### src/rtl/bp_gshare.sv
// Gshare direction predictor: PC word-index XOR global history selects a saturating counter.
// Optional direct-mapped BTB enabled by defining BP_BTB_EN.
module bp_gshare #(
  parameter int unsigned INDEX_WIDTH     = 8,
  parameter int unsigned CNT_WIDTH       = 2,
  parameter int unsigned HIST_WIDTH      = 8,
  parameter int unsigned BTB_INDEX_WIDTH = 6
) (
  input  logic                   clk,
  input  logic                   rst,
  input  logic                   rdy,
  input  logic                   in_fetch_ce,
  input  logic [31:0]            in_fetch_pc,
  output logic                   out_pred_taken,
  output logic [INDEX_WIDTH-1:0] out_pred_idx,
  output logic                   out_btb_hit,
  output logic [31:0]            out_btb_target,
  input  logic                   in_rob_ce,
  input  logic [INDEX_WIDTH-1:0] in_rob_idx,
  input  logic                   in_rob_taken,
  input  logic [31:0]            in_rob_pc,
  input  logic [31:0]            in_rob_target,
  input  logic                   in_flush
);

  localparam int unsigned ENTRIES = 2 ** INDEX_WIDTH;
  localparam logic [CNT_WIDTH-1:0] CNT_MAX = '1;
  localparam logic [CNT_WIDTH-1:0] CNT_RST = CNT_WIDTH'((1 << (CNT_WIDTH - 1)) - 1);

  logic [CNT_WIDTH-1:0]   pht [ENTRIES];
  logic [HIST_WIDTH-1:0]  spec_ghr;
  logic [HIST_WIDTH-1:0]  commit_ghr;
  logic [HIST_WIDTH-1:0]  commit_ghr_nxt;
  logic [INDEX_WIDTH-1:0] fetch_idx;
  logic [CNT_WIDTH-1:0]   rob_cnt;
  logic [CNT_WIDTH-1:0]   rob_cnt_nxt;

  assign fetch_idx      = in_fetch_pc[INDEX_WIDTH+1:2] ^ INDEX_WIDTH'(spec_ghr);
  assign out_pred_idx   = fetch_idx;
  assign out_pred_taken = pht[fetch_idx][CNT_WIDTH-1];

  // Truncating {ghr, bit} to HIST_WIDTH is the shift-in; it also covers HIST_WIDTH == 1.
  always_comb begin
    commit_ghr_nxt = commit_ghr;
    if (in_rob_ce) begin
      commit_ghr_nxt = HIST_WIDTH'({commit_ghr, in_rob_taken});
    end
  end

  always_comb begin
    rob_cnt     = pht[in_rob_idx];
    rob_cnt_nxt = rob_cnt;
    if (in_rob_taken) begin
      if (rob_cnt != CNT_MAX) rob_cnt_nxt = rob_cnt + CNT_WIDTH'(1);
    end else begin
      if (rob_cnt != '0) rob_cnt_nxt = rob_cnt - CNT_WIDTH'(1);
    end
  end

  always_ff @(posedge clk) begin
    if (rst) begin
      for (int i = 0; i < ENTRIES; i++) pht[i] <= CNT_RST;
    end else if (rdy && in_rob_ce) begin
      pht[in_rob_idx] <= rob_cnt_nxt;
    end
  end

  // A flush adopts the committed history including any branch retiring in the same cycle.
  always_ff @(posedge clk) begin
    if (rst) begin
      spec_ghr   <= '0;
      commit_ghr <= '0;
    end else if (rdy) begin
      commit_ghr <= commit_ghr_nxt;
      if (in_flush) begin
        spec_ghr <= commit_ghr_nxt;
      end else if (in_fetch_ce) begin
        spec_ghr <= HIST_WIDTH'({spec_ghr, out_pred_taken});
      end
    end
  end

`ifdef BP_BTB_EN
  localparam int unsigned BTB_ENTRIES = 2 ** BTB_INDEX_WIDTH;
  localparam int unsigned TAG_WIDTH   = 30 - BTB_INDEX_WIDTH;

  logic                       btb_valid [BTB_ENTRIES];
  logic [TAG_WIDTH-1:0]       btb_tag   [BTB_ENTRIES];
  logic [31:0]                btb_tgt   [BTB_ENTRIES];
  logic [BTB_INDEX_WIDTH-1:0] btb_rd_idx;
  logic [BTB_INDEX_WIDTH-1:0] btb_wr_idx;
  logic                       btb_wr_en;

  assign btb_rd_idx     = in_fetch_pc[BTB_INDEX_WIDTH+1:2];
  assign btb_wr_idx     = in_rob_pc[BTB_INDEX_WIDTH+1:2];
  assign btb_wr_en      = rdy && in_rob_ce && in_rob_taken;
  assign out_btb_hit    = btb_valid[btb_rd_idx] &&
                          (btb_tag[btb_rd_idx] == in_fetch_pc[31:BTB_INDEX_WIDTH+2]);
  assign out_btb_target = out_btb_hit ? btb_tgt[btb_rd_idx] : 32'h0;

  always_ff @(posedge clk) begin
    if (rst) begin
      for (int i = 0; i < BTB_ENTRIES; i++) btb_valid[i] <= 1'b0;
    end else if (btb_wr_en) begin
      btb_valid[btb_wr_idx] <= 1'b1;
    end
  end

  // Tag and target need no reset; they are qualified by the valid bit.
  always_ff @(posedge clk) begin
    if (!rst && btb_wr_en) begin
      btb_tag[btb_wr_idx] <= in_rob_pc[31:BTB_INDEX_WIDTH+2];
      btb_tgt[btb_wr_idx] <= in_rob_target;
    end
  end
`else
  assign out_btb_hit    = 1'b0;
  assign out_btb_target = 32'h0;
`endif

  logic unused_bits;
  assign unused_bits = ^{in_fetch_pc, in_rob_pc, in_rob_target, BTB_INDEX_WIDTH[0]};

endmodule

### config.mk
export PLATFORM = sky130hd
export DESIGN_NAME = bp_gshare
export DESIGN_NICKNAME = d
export VERILOG_FILES = /design/src/rtl/bp_gshare.sv
export SDC_FILE = /design/constraint.sdc
export NUM_CORES = 1
export LEC_CHECK = 0
export ABC_AREA = 1
export ABC_CLOCK_PERIOD_IN_PS = 6450
export BUFFER_PORTS_ARGS = -buffer_cell sky130_fd_sc_hd__buf_2
export CAP_MARGIN = 20
export CORE_MARGIN = 2
export CORE_UTILIZATION = 45
export DETAILED_ROUTE_END_ITERATION = 10
export PLACE_DENSITY = 0.7
export SLEW_MARGIN = 15
export SYNTH_ARGS = -nofsm -noshare
export SYNTH_HDL_FRONTEND = slang
export SYNTH_SLANG_ARGS = --single-unit
### constraint.sdc
create_clock -name clk -period 6.45 [get_ports clk]
set_input_delay 1.29 -clock clk [delete_from_list [all_inputs] [get_ports clk]]
set_output_delay 1.29 -clock clk [all_outputs]
set_load 0.005 [all_outputs]
Word level (Yosys, flattened, before mapping)
Memory sizes are Yosys's and may differ from the RTL's. Index checks and enable logic that the tools add are counted.

Reduce and logical (&&, ||, !) cells: 5. Bitwise logic cells: 1. $add $sub $neg: 2. Mux-type cells: 14. Equal/unequal tests: 1.

Operators with widths (number): 2-to-1 mux 8 bit (4); 2-to-1 mux 2 bit (4); bitwise XOR 8 bit (1); 2-to-1 mux 1 bit (6); nonzero test 2 bit (2); adder 2 x 1 -> 2 bit, second input constant (1); inequality test 2 bit, second input constant (1); AND reduction 2 bit (1); OR reduction 2 bit (1); subtractor 2 x 1 -> 2 bit, second input constant (1); logical AND 1 bit (1).

Output and inout port bits: 42. Bits of input ports: 111. RAM bits: 512. Memories: 1. Register bits after elaboration: 16. Word-level logic and storage cells: 26.

Memory list: pht (words 256, width 2, read ports 2, clocked after memory_dff 0, wr ports 256, line 30) `logic [CNT_WIDTH-1:0] pht [ENTRIES];`.

Longest topological paths before layout
Gate-level depths: netlist (run 1).

Depth after elaboration: 6. Depth in mapped cells: 19. Gate-level depth less buffers: 15.

Worst setup path before layout (run 1)
No wires, ideal clock.

Path kind: in2out. From: input in_fetch_pc[2]. To: output out_pred_taken. Path slack: 2330 ps. Data required time: 5160 ps. Stages on the path: 14. Data arrival time: 2830 ps. Buffers on the path: 2. Cell sequence: inv_1 nand2_1 nand2_1 clkbuf_1 clkbuf_1 nand2_1 nand3_1 nand3_1 nand3_1 nand3_1 nand3_1 nand3_1 nand3_1 nand2_1.

Cells in the longest elaborated chain, start to end: 2.

Ends and longest elaborated chain: from (decl) (line 13) `input logic [31:0] in_fetch_pc,`; bitwise XOR 8 bit (line 38) `assign fetch_idx = in_fetch_pc[INDEX_WIDTH+1:2] ^ INDEX_WIDTH'(spec_ghr);`; memory (256 x 2 bit); to (decl) (line 14) `output logic out_pred_taken,`.

Every way passes these cells.

Final worst setup path (run 1)
From: input in_fetch_pc[3]. To: output out_pred_taken.

The elaborated chain is that of the path after synthesis.

==> results.tsv, run 1 <==
stage	metric	value	unit
status	status	completed	
logic_synthesis	Yosys top cell by area	edfxtp_1	
worst_setup_path	Critical Path Sink Type	output pin	
final_layout	share of post-route cells with drive strength above 1	0.0558	
final_layout	NumNets Final	3651	
worst_setup_path	Worst Path Arrival	3.94	ns
run	max-cap viol count	0	
clock_network	CTS sink cnt	528	
worst_setup_path	CP required	5.16	ns
final_layout	P&R area growth vs syn	9.22	%
floorplan	die height	259	µm
power	Pwr Total	8.37	mW
sta	final setup vio count	0	
grt	initial antenna violation count	1	
routing	first drt pass iteration count	7	
final_layout	Core Util, Final	0.497	
routing	routed length on met1	33700	µm
logic_synthesis	Synth Area per Inst	8.07	µm²
placed_design	IO buf count	31	
sta	FMAX	0.191	GHz
logic_synthesis	Yosys reg bits	528	
logic_synthesis	XOR/XNOR Fraction of Synth Area	0.00239	
worst_setup_path	Reg-to-Reg End	pht[85][1]$_SDFFCE_PN0P_	
clock_network	clock transition at the registers of the reported paths	0.06	ns
worst_setup_path	reg2reg path depth	12	
power	VDD IR max	0.209	mV
sta	crit path time final	5.23	ns
logic_synthesis	main combinational cell family by area after synthesis	simple AND/OR/NAND/NOR gates	
floorplan	Die ar.	67300	µm²
worst_setup_path	Worst R2R Setup Slack	3.20	ns
sta	clk_skew	0.0333	ns
clock_network	CTS Buf Count	55	
sta	endpoints failing hold	0	
clock_network	hold_buf cts	0	
floorplan	core area	64500	µm²
clock_network	root buffer cell	clkbuf_16	
logic_synthesis	post-synth top area share	0.524	
grt	gr usage total	0.283	
clock_network	H-tree levels	2	
final_layout	final non-filler cell total	4441	
routing	wire per inst	21.6	µm
placed_design	placed instance count	4338	
worst_setup_path	worst flop-to-flop path startpoint	pht[28][0]$_SDFFCE_PN1P_	
grt	GRT Residual Overflow	0	
floorplan	die width	259	µm
worst_hold_path	Hold Crit Class	reg2reg	
routing	DR iter-0 viols	3768	
placed_design	placer congestion estimate	0.875	
routing	Post-route DRC	0	
placed_design	DP HPWL	55600	µm
logic_synthesis	Mapped Area	29300	µm²
sta	Slew @ Worst Pin	1.26	ns
routing	final WL	95900	µm
floorplan	row cnt	93	
logic_synthesis	adder-cell share of the synthesized area	0	
worst_setup_path	CP Capture Point	out_pred_taken	
grt	first-pass GRT wire length	144000	µm
logic_synthesis	Seq/Total Area, Yosys	0.535	
grt	largest net degree at the start of global routing	155	
routing	met3 routed WL	12800	µm
sta	PnR worst setup slack	1.22	ns
worst_setup_path	peak fanout along the critical path	19	
clock_network	CTS tree	built	
routing	Top Layer Used	met5	
logic_synthesis	yosys warns	0	
sta	RSZ-0062 raised after global routing	no	
sta	Slew Viols, Final	0	
sta	Final period util	0.810	
logic_synthesis	Post-Syn Instances	3638	
worst_setup_path	crit path launch	in_fetch_pc[3]	
logic_synthesis	Synth Area in Compound Gates	0.0867	
routing	Vias	25700	
sta	normalized max-slew margin	0.159	
logic_synthesis	Synth Area in Simple Gates	0.259	
clock_network	Max Root-Sink Buffers	3	
floorplan	Starting Density	0.455	
logic_synthesis	ranking of synthesized cells by area	edfxtp_1, nand2_1, nand3_1, nor2_1, inv_1	
routing	DR WL met2	42800	µm
worst_setup_path	Crit Path Category	in2out	
power	pwr/cell area	261	nW/µm²
floorplan	io pins	153	
logic_synthesis	Distinct cells, synth	27	
sta	TNS Setup	0	ns
grt	via count of the first global-routing pass	24700	
clock_network	# Post-CTS Setup Buffers	0	
clock_network	post_cts resized	0	
placed_design	Setup WS pre-CTS	1.37	ns
routing	Detail Route Antenna Nets	0	
logic_synthesis	mux share of post-synthesis cell area	0	
power	P_leak	11.2	nW
routing	via/cell ratio	5.79	
worst_setup_path	CP Launch Type	input pin	
clock_network	clock latency on the worst-skew pair	0.65	ns
power by group:
group          internal (mW)  switching [mW]  total [mW]  leakage, nW
clock                   1.84            1.36        3.21        0.882
combinational          0.321            1.00        1.32         5.71
sequential              3.81          0.0240        3.84         4.56
total                   5.98            2.39        8.37         11.2
layout make-up:
| class | count | area, µm² |
|---|---|---|
| Clock buffer | 73 | 1520 |
| Fill cell | 6021 | 32400 |
| Antenna cell | 1 | 2.50 |
| Clock inverter | 29 | 272 |
| Sequential cell | 528 | 15700 |
| Inverter | 563 | 2120 |
| Multi-Input combinational cell | 2291 | 10400 |
| Timing Repair Buffer | 101 | 931 |
| Tap cell | 855 | 1070 |
critical path, stage by stage:
cell and delay [ns]:
buf_2 0.15, xor2_4 0.91, buf_4 0.37, buf_4 0.16, nand2_1 0.05, nand3_1 0.07, nand3_1 0.11, nand3_1 0.11
nand3_1 0.15, nand3_1 0.19, nand3_1 0.11, nand2_1 0.10, buf_2 0.12
cells in the final DEF (no fill, tap or decap), drive strengths merged, types with 13 or more instances in the layout:
cell / instances
clkinv: 35
o22ai: 92
buf: 101
nor2: 580
o21ai: 147
nand4: 20
a21oi: 32
dfxtp: 16
clkbuf: 73
a22oi: 130
inv: 552
nand3: 499
conb: 33
o211ai: 13
edfxtp: 512
nand2: 728
kinds of logic (layout without fill, tap and decap cells):
kind of cell | Yosys count | count (layout)
AOI/OAI and AO/OA | 414 | 414
xor gates and xnor gates | 8 | 8
buffers and inverters | 851 | 766
DFF | 528 | 528
other | 1 | 34
and+or+nand+nor | 1836 | 1836
flip-flops by register name, summed over array words and instances, names as in the netlist:
signal      flops
commit_ghr      8
pht           512
spec_ghr        8
metal layers:
layer | vias up | GRT usage
met2 | 1704 | 0.442
met1 | 12000 | 0.355
met4 | 2 | 0.183
met3 | 370 | 0.0638
met5 | - | 0
li1 | 11700 | -
worst min-delay path by stage:
stage                                     from                          to  slack [ns]  cells past startpoint
floorplan           commit_ghr[1]$_SDFFE_PP0P_  commit_ghr[1]$_SDFFE_PP0P_        0.45                      2
global placement    commit_ghr[1]$_SDFFE_PP0P_  commit_ghr[1]$_SDFFE_PP0P_        0.47                      2
detailed placement  commit_ghr[1]$_SDFFE_PP0P_  commit_ghr[1]$_SDFFE_PP0P_        0.47                      2
CTS                 commit_ghr[1]$_SDFFE_PP0P_  commit_ghr[1]$_SDFFE_PP0P_        0.49                      2
global route        commit_ghr[1]$_SDFFE_PP0P_  commit_ghr[1]$_SDFFE_PP0P_        0.52                      2
finish              commit_ghr[1]$_SDFFE_PP0P_  commit_ghr[1]$_SDFFE_PP0P_        0.48                      2
through the flow:
step	hold WS (ns)	instance area, µm²
6_report	0.481	32100
5_1_grt	0.524	32000
4_1_cts	0.486	32000
3_5_place_dp	0.472	30300
3_3_place_gp	0.466	30300
2_1_floorplan	0.453	29500
synth_stat cells:
master and n:
a21oi_1 32, a22oi_1 130, buf_1 15, buf_2 86, buf_4 37, clkbuf_1 150
clkinv_1 10, conb_1 1, dfxtp_1 16, edfxtp_1 512, inv_1 547, inv_2 6
nand2_1 727, nand2_2 1, nand3_1 499, nand3b_1 1, nand4_1 20, nor2_1 580
nor3_1 1, o211ai_1 13, o21ai_0 75, o21ai_1 72, o22ai_1 92, or2_0 2
or2_1 5, xnor2_1 7, xor2_1 1
Note: power is estimated with default switching activity, not from simulation.
==> inputs of run 2 (changes only) <==
Settings changed: ABC_CLOCK_PERIOD_IN_PS 6450 to 4900.
Clock period 6.45 ns to 4.9 ns, I/O delays scaled along.
==> run 2 against run 1 <==
Effect of this change:
- sequential power increased by 32%
- utilization increased by 0.57 points
- final area increased by 1.1%
- wire length increased by 1.7%
- die area unchanged
- clock skew decreased by 0.0082 ns
- register-to-register slack got worse by 1.5 ns
- clock power increased by 33%
- worst hold slack improved by 0.0036 ns
- flip-flop and latch count unchanged
- first-iteration DRC count increased by 1.6%
- global-route usage increased by 0.16 points
- largest cell class unchanged
- largest power group unchanged
==> results.tsv, run 2 (synthesis results as in run 1) <==
stage	metric	value	unit
power	Seq pwr share	0.455	
worst_setup_path	Worst Path Arrival	3.24	ns
power	sw frac	0.289	
worst_setup_path	Worst path most repeated cell	nand3_1	
worst_setup_path	CP required	3.92	ns
power	pwr/cell area	343	nW/µm²
final_layout	Final Cell Area	32400	µm²
final_layout	NumNets Final	3680	
worst_setup_path	Max stage delay on crit path	0.30	ns
power	VDD IR max	0.283	mV
grt	gr usage total	0.285	
sta	endpoints failing hold	0	
routing	Detail Route Antenna Nets	0	
sta	Final period util	0.861	
status	status	completed	
worst_setup_path	Crit Path Category	in2out	
sta	Slew @ Worst Pin	1.24	ns
placed_design	DP HPWL	56900	µm
final_layout	multi-input logic area	10400	µm²
clock_network	CTS sink cnt	528	
sta	TNS Setup	0	ns
grt	first-pass GRT wire length	145000	µm
placed_design	placer congestion estimate	0.901	
clock_network	post_cts resized	0	
clock_network	clock transition at the registers of the reported paths	0.06	ns
final_layout	final non-filler cell total	4474	
sta	normalized max-slew margin	0.171	
final_layout	Storage cell area	15700	µm²
final_layout	max FFs per register	512	
routing	DR iter-0 viols	3829	
power	logic gate share of total power	0.162	
floorplan	Starting Density	0.455	
clock_network	H-tree levels	2	
grt	GRT Residual Overflow	0	
sta	crit path time final	4.22	ns
final_layout	share of post-route cells with drive strength above 1	0.0650	
floorplan	row cnt	93	
worst_setup_path	peak fanout along the critical path	40	
floorplan	Die ar.	67300	µm²
routing	final WL	97500	µm
clock_network	CTS tree	built	
placed_design	area post-placement	30600	µm²
sta	clk_skew	0.0250	ns
routing	Vias	26200	
clock_network	clock latency on the worst-skew pair	0.64	ns
floorplan	die height	259	µm
clock_network	# Post-CTS Setup Buffers	0	
power	Clk pwr share	0.383	
worst_setup_path	cells along the critical path	buf_2 > inv_1 > nand2_1 > nand2_4 > buf_12 > nand2_1 > nand3_1 > nand3_1 > nand3_1 > nand3_1 > nand3_1 > nand3_1 > nand3_1 > nand2_1 > buf_2	
routing	via/cell ratio	5.85	
final_layout	Reg with most FFs	pht	
grt	largest net degree at the start of global routing	130	
final_layout	commonest non-fill, non-tap cell in the layout	nand2_1	
clock_network	Max Root-Sink Buffers	3	
final_layout	biggest regs	pht x512, commit_ghr x8, spec_ghr x8	
worst_setup_path	Slowest-stage cell, CP	nand2_4	
power	P_leak	11.4	nW
worst_setup_path	CP Launch Type	input pin	
grt	initial antenna violation count	2	
clock_network	hold_buf cts	0	
sta	Slew Viols, Final	0	
routing	wire per inst	21.8	µm
power	Pwr Total	11.1	mW
floorplan	io pins	153	
sta	FMAX	0.237	GHz
sta	final setup vio count	0	
placed_design	IO buf count	31	
worst_hold_path	Hold Crit Class	reg2reg	
clock_network	root buffer cell	clkbuf_16	
grt	via count of the first global-routing pass	24600	
routing	Post-route DRC	0	
run	max-cap viol count	0	
worst_setup_path	Critical Path Sink Type	output pin	
routing	first drt pass iteration count	7	
power	Internal	7.89	mW
final_layout	P&R area growth vs syn	10.5	%
final_layout	most frequent cells in the layout	nand2_1, nor2_1, inv_1, edfxtp_1, nand3_1	
sta	RSZ-0062 raised after global routing	no	
floorplan	die width	259	µm
floorplan	core area	64500	µm²
final_layout	# fillers	6048	
clock_network	CTS Buf Count	58	
power	Psw	3.21	mW
placed_design	placed instance count	4364	
-- run 2: cell types whose count changed in the layout (fill, tap and decap cells not counted), moves of 2 or more --
cell,before,now
clkinvlp_4,0,2
buf_4,50,65
buf_12,20,31
clkbuf_16,57,61
clkbuf_1,13,11
bufinv_16,5,3
clkbuf_8,3,0
clkinv_2,12,21
-- run 2: power groups by stage --
stage	sequential, mW	combinational, mW	clock (mW)
after floorplan	5.13	1.07	0
after global placement	5.14	1.72	0
after detailed placement	5.14	1.73	0
after CTS	5.05	1.74	4.27
after global routing	5.06	1.89	4.43
final	5.05	1.80	4.26
-- run 2: worst max-delay path, delay by kind of cell --
kind / cells / cell delay, ns
buf+inv: 4 / 0.61
simple gates: 11 / 1.59
-- run 2: cell type report --
type / count / area share
flip-flops and latches: 528 / 0.484
multi-input cells: 2291 / 0.322
inverters: 563 / 0.0655
clock buffers: 72 / 0.0484
repair buffers: 127 / 0.0390
well taps: 855 / 0.0330
clock inverters: 37 / 0.00787
diodes: 1 / 0.0000772
-- run 2: final timing paths --
path	start	cells after the start	endpoint	slack, ns
min	commit_ghr[1]$_SDFFE_PP0P_	2	commit_ghr[1]$_SDFFE_PP0P_	0.48
max	in_fetch_pc[2]	15	out_pred_taken	0.68
max reg2reg	pht[131][1]$_SDFFCE_PN0P_	13	pht[191][0]$_SDFFCE_PN1P_	1.75
min reg2reg	commit_ghr[1]$_SDFFE_PP0P_	2	commit_ghr[1]$_SDFFE_PP0P_	0.48
-- run 2: routing by layer --
metal,part of all wire,track usage,up-vias
met5,0,0,-
met4,0.065,0.161,0
met3,0.14,0.0579,394
met2,0.45,0.446,1882
met1,0.35,0.369,12200
li1,-,-,11700
-- run 2: through the flow --
step,utilization,setup slack [ns],hold WS [ns]
after CTS,0.503,0.794,0.485
after global routing,0.503,0.612,0.535
after detailed placement,0.475,0.443,0.471
after floorplan,-,1.40,0.453
after global placement,0.475,0.479,0.465
final,0.503,0.679,0.484
